--- config.mk ---
export PLATFORM = sky130hd
export DESIGN_NAME = keypad_encoder
export DESIGN_NICKNAME = d
export VERILOG_FILES = /design/src/rtl/keypad_encoder.sv
export SDC_FILE = /design/constraint.sdc
export NUM_CORES = 1
export LEC_CHECK = 0
export CAP_MARGIN = 0
export CORE_MARGIN = 8
export CORE_UTILIZATION = 45
export DETAILED_ROUTE_END_ITERATION = 10
export HOLD_SLACK_MARGIN = 0.03
export MAX_ROUTING_LAYER = met4
export PLACE_DENSITY = 0.73
export RECOVER_POWER = 50
export SYNTH_ARGS = -nofsm -noshare
export SYNTH_HDL_FRONTEND = slang
export SYNTH_SLANG_ARGS = --single-unit
export TNS_END_PERCENT = 20
--- constraint.sdc ---
create_clock -name clk -period 2.2 [get_ports clk]
set_input_delay 0.44 -clock clk [delete_from_list [all_inputs] [get_ports clk]]
set_output_delay 0.44 -clock clk [all_outputs]
set_load 0.01 [all_outputs]
--- src/rtl/keypad_encoder.sv ---
// Keypad front end for the oven timer: synchronise, debounce, BCD-encode, one load strobe per press.
// Optional build macro KEYPAD_PRIORITY_EN: accept multi-key presses, lowest-indexed key wins.
`timescale 1ns/1ps

module keypad_encoder #(
    parameter int DEBOUNCE_CYCLES = 4
) (
    input  logic       clk,
    input  logic       clear,
    input  logic       enablen,
    input  logic [9:0] keypad,
    output logic [3:0] data,
    output logic       loadn,
    output logic       key_held
);

    localparam int CW = $clog2(DEBOUNCE_CYCLES) + 1;
    localparam logic [CW-1:0] CNT_LAST = CW'(DEBOUNCE_CYCLES - 1);
    // The HOLD sample that saw the release already counts as the first quiet sample.
    localparam logic [CW-1:0] REL_LAST = CW'((DEBOUNCE_CYCLES >= 2) ? DEBOUNCE_CYCLES - 2 : 0);
    localparam logic [CW-1:0] CNT_MAX  = '1;

    typedef enum logic [2:0] {
        IDLE,
        DEBOUNCE,
        LOAD,
        HOLD,
        RELEASE
    } state_t;

    state_t        state_q;
    logic [9:0]    syncStage_q;
    logic [9:0]    ks_q;
    logic [9:0]    cap_q;
    logic [CW-1:0] cnt_q;
    logic [3:0]    data_q;

    logic [CW-1:0] cntInc_d;
    logic [3:0]    capCode_d;
    logic          capValid;

    always_ff @(posedge clk or negedge clear) begin
        if (!clear) begin
            syncStage_q <= '0;
            ks_q        <= '0;
        end else begin
            syncStage_q <= keypad;
            ks_q        <= syncStage_q;
        end
    end

    assign cntInc_d = (cnt_q == CNT_MAX) ? cnt_q : cnt_q + 1'b1;

    // Scanning downwards leaves the lowest set index as the result.
    always_comb begin
        capCode_d = '0;
        for (int i = 9; i >= 0; i--) begin
            if (cap_q[i]) begin
                capCode_d = 4'(i);
            end
        end
    end

`ifdef KEYPAD_PRIORITY_EN
    assign capValid = (cap_q != '0);
`else
    assign capValid = (cap_q != '0) && ((cap_q & (cap_q - 10'd1)) == '0);
`endif

    always_ff @(posedge clk or negedge clear) begin
        if (!clear) begin
            state_q <= IDLE;
            cnt_q   <= '0;
            cap_q   <= '0;
            data_q  <= '0;
        end else begin
            case (state_q)
                IDLE: begin
                    if ((ks_q != '0) && !enablen) begin
                        cap_q   <= ks_q;
                        cnt_q   <= '0;
                        state_q <= DEBOUNCE;
                    end
                end
                DEBOUNCE: begin
                    if (enablen || (ks_q != cap_q)) begin
                        state_q <= IDLE;
                    end else begin
                        cnt_q <= cntInc_d;
                        if (cnt_q >= CNT_LAST) begin
                            if (capValid) begin
                                data_q  <= capCode_d;
                                state_q <= LOAD;
                            end else begin
                                state_q <= HOLD;
                            end
                        end
                    end
                end
                LOAD: begin
                    state_q <= HOLD;
                end
                HOLD: begin
                    if (ks_q == '0) begin
                        cnt_q   <= '0;
                        state_q <= RELEASE;
                    end
                end
                RELEASE: begin
                    if (ks_q != '0) begin
                        state_q <= HOLD;
                    end else if (cnt_q >= REL_LAST) begin
                        state_q <= IDLE;
                    end else begin
                        cnt_q <= cntInc_d;
                    end
                end
                default: begin
                    state_q <= IDLE;
                end
            endcase
        end
    end

    assign data     = data_q;
    assign loadn    = (state_q != LOAD);
    assign key_held = (state_q == HOLD) || (state_q == RELEASE);

endmodule

# --- Word-level counts from Yosys, hierarchy flattened ---
# Index checks and enable logic that the tools add are counted.
# W data, S select, Z words.
word_totals:
  latch_bits: 0
  mem_bits_ro: 0
  ramBits: 0
  reg_bits: 40
  word_cells: 66
  mem_count: 0
classes:
  div: 0
  reduce_logical: 15
  order_cmp: 2
  n_mul: 0
  bitwise_logic: 2
  n_addsub: 2
  n_shift: 0
  n_mux: 25
  n_eq_ne: 14
ops:
  columns: ["operator", "n"]
  rows:
  - ["$mux W4", 10]
  - ["$mux W3", 12]
  - ["$logic_not A10 Y1", 2]
  - ["$reduce_bool A10 Y1", 2]
  - ["$pmux W3 S5", 1]
  - ["$pmux W3 S4", 1]
  - ["$and A10 B10 Y10", 1]
  - ["$ne A10 B10 Y1", 1]
  - ["$ne A2 B2 Y1 const B", 5]
  - ["$sub A10 B1 Y10 const B", 1]
  - ["$reduce_and A4 Y1", 2]
  - ["$eq A3 B2 Y1 const B", 2]
  - ["$eq A3 B3 Y1 const B", 2]
  - ["$ge A3 B2 Y1 const B", 2]
  - ["$ne A3 B3 Y1 const B", 2]
  - ["$reduce_and A6 Y1", 1]
  - ["$reduce_bool A4 Y1", 1]
  - ["$add A3 B1 Y3 const B", 1]
  - ["$eq A3 B1 Y1 const B", 1]
  - ["$logic_not A3 Y1", 1]
  - ["$ne A3 B2 Y1 const B", 1]
  - ["$logic_and A1 B1 Y1", 2]
  - ["$logic_or A1 B1 Y1", 2]
  - ["$reduce_and A2 Y1", 1]
  - ["3 further kinds", 3]

# --- Longest topological paths before layout ---
logic_depth:
  ltp_word: 10
  ltp_mapped: 7
  ltp_nobuf: 7

# --- Worst setup path before layout ---
# OpenSTA, ideal clock, no wires.
synth_path:
  kind: "register to register"
  from: "reg cap_q[0]"
  to: "reg data_q[0], in the netlist data[0]"
  path_slack_ps: -8
  required_ps: 2075
  n_path_buf: 0
  arrival_ps: 2083
  stages_incl_launch_ff: 6
  cell_sequence: "dfrtp_1 > or4_4 > or3_1 > o311a_1 > and4bb_4 > mux2_4"
synth_between:
  elab_chain_cells: 5
  word_cells_on_any_way: 10
  cone_classes: "add/sub (1); eq/ne (1); mux (1); bitwise (2); reduce/logical (5)"
synth_rtl:
  columns: ["item", "line_no", "text"]
  rows:
  - ["from (decl)", "34", "logic [9:0] cap_q;"]
  - ["from (signal assigned)", "80", "cap_q <= ks_q;"]
  - ["$sub A10 B1 Y10", "67", "assign capValid = (cap_q != '0) && ((cap_q & (cap_q - 10'd1)) == '0);"]
  - ["$and A10 B10 Y10", "67", null]
  - ["$logic_not A10 Y1", "67", null]
  - ["$logic_and A1 B1 Y1", "67", null]
  - ["$reduce_and A4 Y1 (no line)", null, null]
  - ["to (signal assigned)", "92", "data_q <= capCode_d;"]
  - ["to (decl)", "36", "logic [3:0] data_q;"]
# Parallel ways exist; a longest one is shown, timed or not.
# A chain may end at the register's enable or synchronous reset.

# --- Worst setup path after layout ---
layout_path:
  from: "reg cap_q[0]"
  to: "reg data_q[2], in the netlist data[2]"
# The elaborated chain is that of the path after synthesis.

==> parameters.txt <==
Parameter                              Value

Critical path
  Top cell family by delay on the critical path    simple AND/OR/NAND/NOR gates
  Critical path endpoint category    flip-flop
  Data arrival time of the worst path    2.41 ns
  Buffers & Inverters on Critical Path    0
  CP startpoint kind    flip-flop
  Critical path cell sequence    or4_4 > or3_1 > o311a_1 > and4bb_4 > mux2_4
  Worst Path Required    2.38 ns
  Max incr delay on CP    0.56 ns
  Highest fanout seen on the critical path    4
  Slowest CP cell    or4_4
  Type of the setup path with the least slack    reg -> reg

Timing
  Setup repair after global routing missed its margin    yes
  Clk_skew    0.00893 ns
  Final setup margin    -0.0297 ns
  Number of setup violations in the final report    3
  Minimum period implied by the final worst setup slack    2.23 ns
  Count of pins over their slew limit    0
  Worst-Margin Slew    0.966 ns
  Slew Limit Headroom    0.356
  Hold Worst Slack    0.293 ns
  Maximum clock rate    449 MHz
  Hold violation count in the final report    0
  Portion of the clock cycle consumed by the worst path in the final layout    1.01

Placed design
  Port Buf Inserts    18
  Cell Area, Placed    2110 µm²
  Sum of net half-perimeters after detailed placement    2.59 mm
  Worst slack after detailed placement    -0.0753 ns
  Gpl congestion    0.948
  Dpl cells    229

Floorplan
  Effective utilization at floorplan    0.464
  Die Span X    80.0 µm
  Cell Rows    23
  Placeable core region    ~4000 µm²
  Die outline area    6400 µm²
  Vert. Die Dim    80.0 µm
  Top-Level Pins    19

Clock tree
  CTS H-tree depth    2
  Hold_buf cts    0
  Clk buf depth    2
  Number of buffers created by CTS    5
  Post-CTS setup buffer count    0
  Clock Sinks    40
  TritonCTS clock tree    done
  Clock input transition at the sequential cells of the worst setup and hold paths    0.07 ns
  Root buffer selected by CTS    clkbuf_8
  Insertion delay of the later-clocked pin in the worst-skew pair    around 0.29 ns

Power
  Maximum vdd ir drop    ~440 µV
  Switching power share of the total    0.225
  P_sw    around 0.38 mW
  Share of total power in the clock network    0.412
  Combinational share of power    0.111
  Power per Cell Area    743 nW/µm²
  Static leakage    1.04 nW
  Power Internal    1.31 mW
  Sequential share of power    0.477

Drt
  Pre-Repair DR Iteration Count    4
  Vias    1,315
  Final routed wirelength across all metal layers    3.70 mm
  Vias/cell    5.57
  Post-DR wirelength/cell    roughly 16 µm
  First DRT Iteration DRCs    200
  Remaining routing DRC violations    0
  Antenna viol nets, final    0

Cells and area
  Antenna cell count    0
  Share of the core filled with cells    0.572
  Area growth from synthesis to layout    23.4%
  Most common library cell in the layout ignoring fill and taps    dfrtp_1
  Layout cells sized above 1    0.247
  Total of fill cells in the finished design    327
  Most used cells in the layout excluding fill and tap cells    dfrtp_1, buf_4, nor2_1, xor2_1
  Nets    203
  Post-Layout Inst Area    2270 µm²
  Final non-filler cell total    236
  Sequential cell area    1000 µm²
  Area taken by multi-input logic gates    between 700 and 800 µm²

Yosys
  Mean instance size in the synthesized netlist    11.8 µm²
  FFs w/ async S/R, synth    1.00
  Number of different library cells in the post-synthesis netlist    43
  Number of enable-type register cells in the synthesized netlist    0
  Mapped cell area    1840 µm²
  Primary FF master, synth    dfrtp_1
  Number of synthesized register bits    40
  Net count of the mapped netlist    173
  Share of synthesized area occupied by flip-flops and latches    0.543
  Total number of yosys warnings    0
  Cell count after synthesis    156

Global routing
  Met1 Use GR    0.148
  GR Overflow Total    0
  Overall global routing resource usage    0.131
  Largest net degree at the start of global routing    41
  Initial antenna violation count    0
  Met2 demand-to-capacity share in global routing    0.205
  Fraction of met3 tracks used by global routing    0.0360
  Layer with the highest usage after global routing    met2
  Vias in the first global route    1,394
  First-pass GRT wire length    6.38 mm

Min path
  Hold WC Path Type    in -> async

Status
  Violated checks    setup timing
  Result of the run    complete, but fails checks

Run
  Max-cap viol count    0
## path summary, 6_finish.rpt
check | slack [ns] | from | depth (start not counted) | to
worst max-delay path | -0.03 | cap_q[0]$_DFFE_PN0P_ | 5 | data[2]$_DFFE_PN0P_
worst min-delay path | 0.29 | clear | 1 | syncStage_q[3]$_DFF_PN0_
worst max register to register | -0.03 | cap_q[0]$_DFFE_PN0P_ | 5 | data[2]$_DFFE_PN0P_
worst min register to register | 0.35 | syncStage_q[7]$_DFF_PN0_ | 0 | ks_q[7]$_DFF_PN0_
max in group asynchronous | 1.25 | clear | 1 | state_q[1]$_DFFE_PN0P_
min in group clk | 0.35 | syncStage_q[7]$_DFF_PN0_ | 0 | ks_q[7]$_DFF_PN0_
## metal layers
metal	up-vias	share of wire
met5	-	0
met4	0	0.028
met3	10	0.048
met1	645	0.42
met2	47	0.50
li1	613	-
## power by group through the flow
| stage | combinational (mW) | sequential [mW] | clock (mW) |
|---|---|---|---|
| after floorplan | 0.116 | 0.803 | 0 |
| after global placement | 0.178 | 0.815 | 0 |
| after detailed placement | 0.183 | 0.818 | 0 |
| after CTS | 0.187 | 0.805 | 0.715 |
| after global routing | 0.210 | 0.812 | 0.743 |
| final | 0.187 | 0.807 | 0.696 |
## synthesized netlist by cell type, types with 2 or more instances
cell type | number | share of area
a21oi_1 | 6 | 0.016
a221oi_1 | 2 | 0.0095
a311o_1 | 2 | 0.011
clkbuf_1 | 2 | 0.0041
clkbuf_8 | 2 | 0.015
dfrtp_1 | 40 | 0.54
ha_1 | 4 | 0.027
inv_1 | 8 | 0.016
mux2_2 | 10 | 0.061
mux2_4 | 3 | 0.024
mux2i_1 | 2 | 0.011
nand2_1 | 8 | 0.016
nand3_1 | 3 | 0.0081
nand4_1 | 2 | 0.0068
nor2_1 | 13 | 0.026
nor3_1 | 3 | 0.0081
nor4_1 | 5 | 0.017
o21ai_0 | 5 | 0.014
o22ai_1 | 2 | 0.0068
xor2_1 | 11 | 0.052
## registers in the layout, summed over array words and instances, names as in the netlist
| name | count |
|---|---|
| data | 4 |
| cnt_q | 3 |
| cap_q | 10 |
| syncStage_q | 10 |
| ks_q | 10 |
| state_q | 3 |
## cell type report
cell class / instances / share of cell area
clock inverter: 2 / 0.0264
timing repair buffer: 30 / 0.117
inverter: 8 / 0.0132
clock buffer: 5 / 0.0303
multi-input combinational: 101 / 0.345
sequential: 40 / 0.441
tap: 50 / 0.0275
## timing repair
item / 4_1_cts / 5_1_grt
cloned: 0 / 0
pin swaps: 1 / 0
setup endpoints to repair: 4 / 8
gates resized for setup: 2 / 6
## worst register-to-register path, stage by stage, from the launching register on
cell	delay, ns
dfrtp_1	0.38
or4_4	0.56
or3_1	0.37
o311a_1	0.14
and4bb_4	0.36
mux2_4	0.31
## cell families after synthesis
kind of cell / count (synthesis) / synth area share
adder cells (fa/ha/maj): 4 / 0.0272
flip-flops: 40 / 0.543
buffers and inverters: 15 / 0.0482
AND/OR/NAND/NOR: 43 / 0.124
XOR/XNOR: 12 / 0.0570
multiplexers: 15 / 0.0964
AO/OA/AOI/OAI: 27 / 0.104
## stage by stage
| stage | setup TNS (ns) | power (mW) |
|---|---|---|
| after floorplan | -0.0254 | 0.919 |
| after global placement | -0.0158 | 0.993 |
| after detailed placement | -0.257 | 1.00 |
| after CTS | -0.0552 | 1.71 |
| after global routing | -0.372 | 1.77 |
| final | -0.0762 | 1.69 |
No activity file was read; power rests on OpenSTA's default activity.
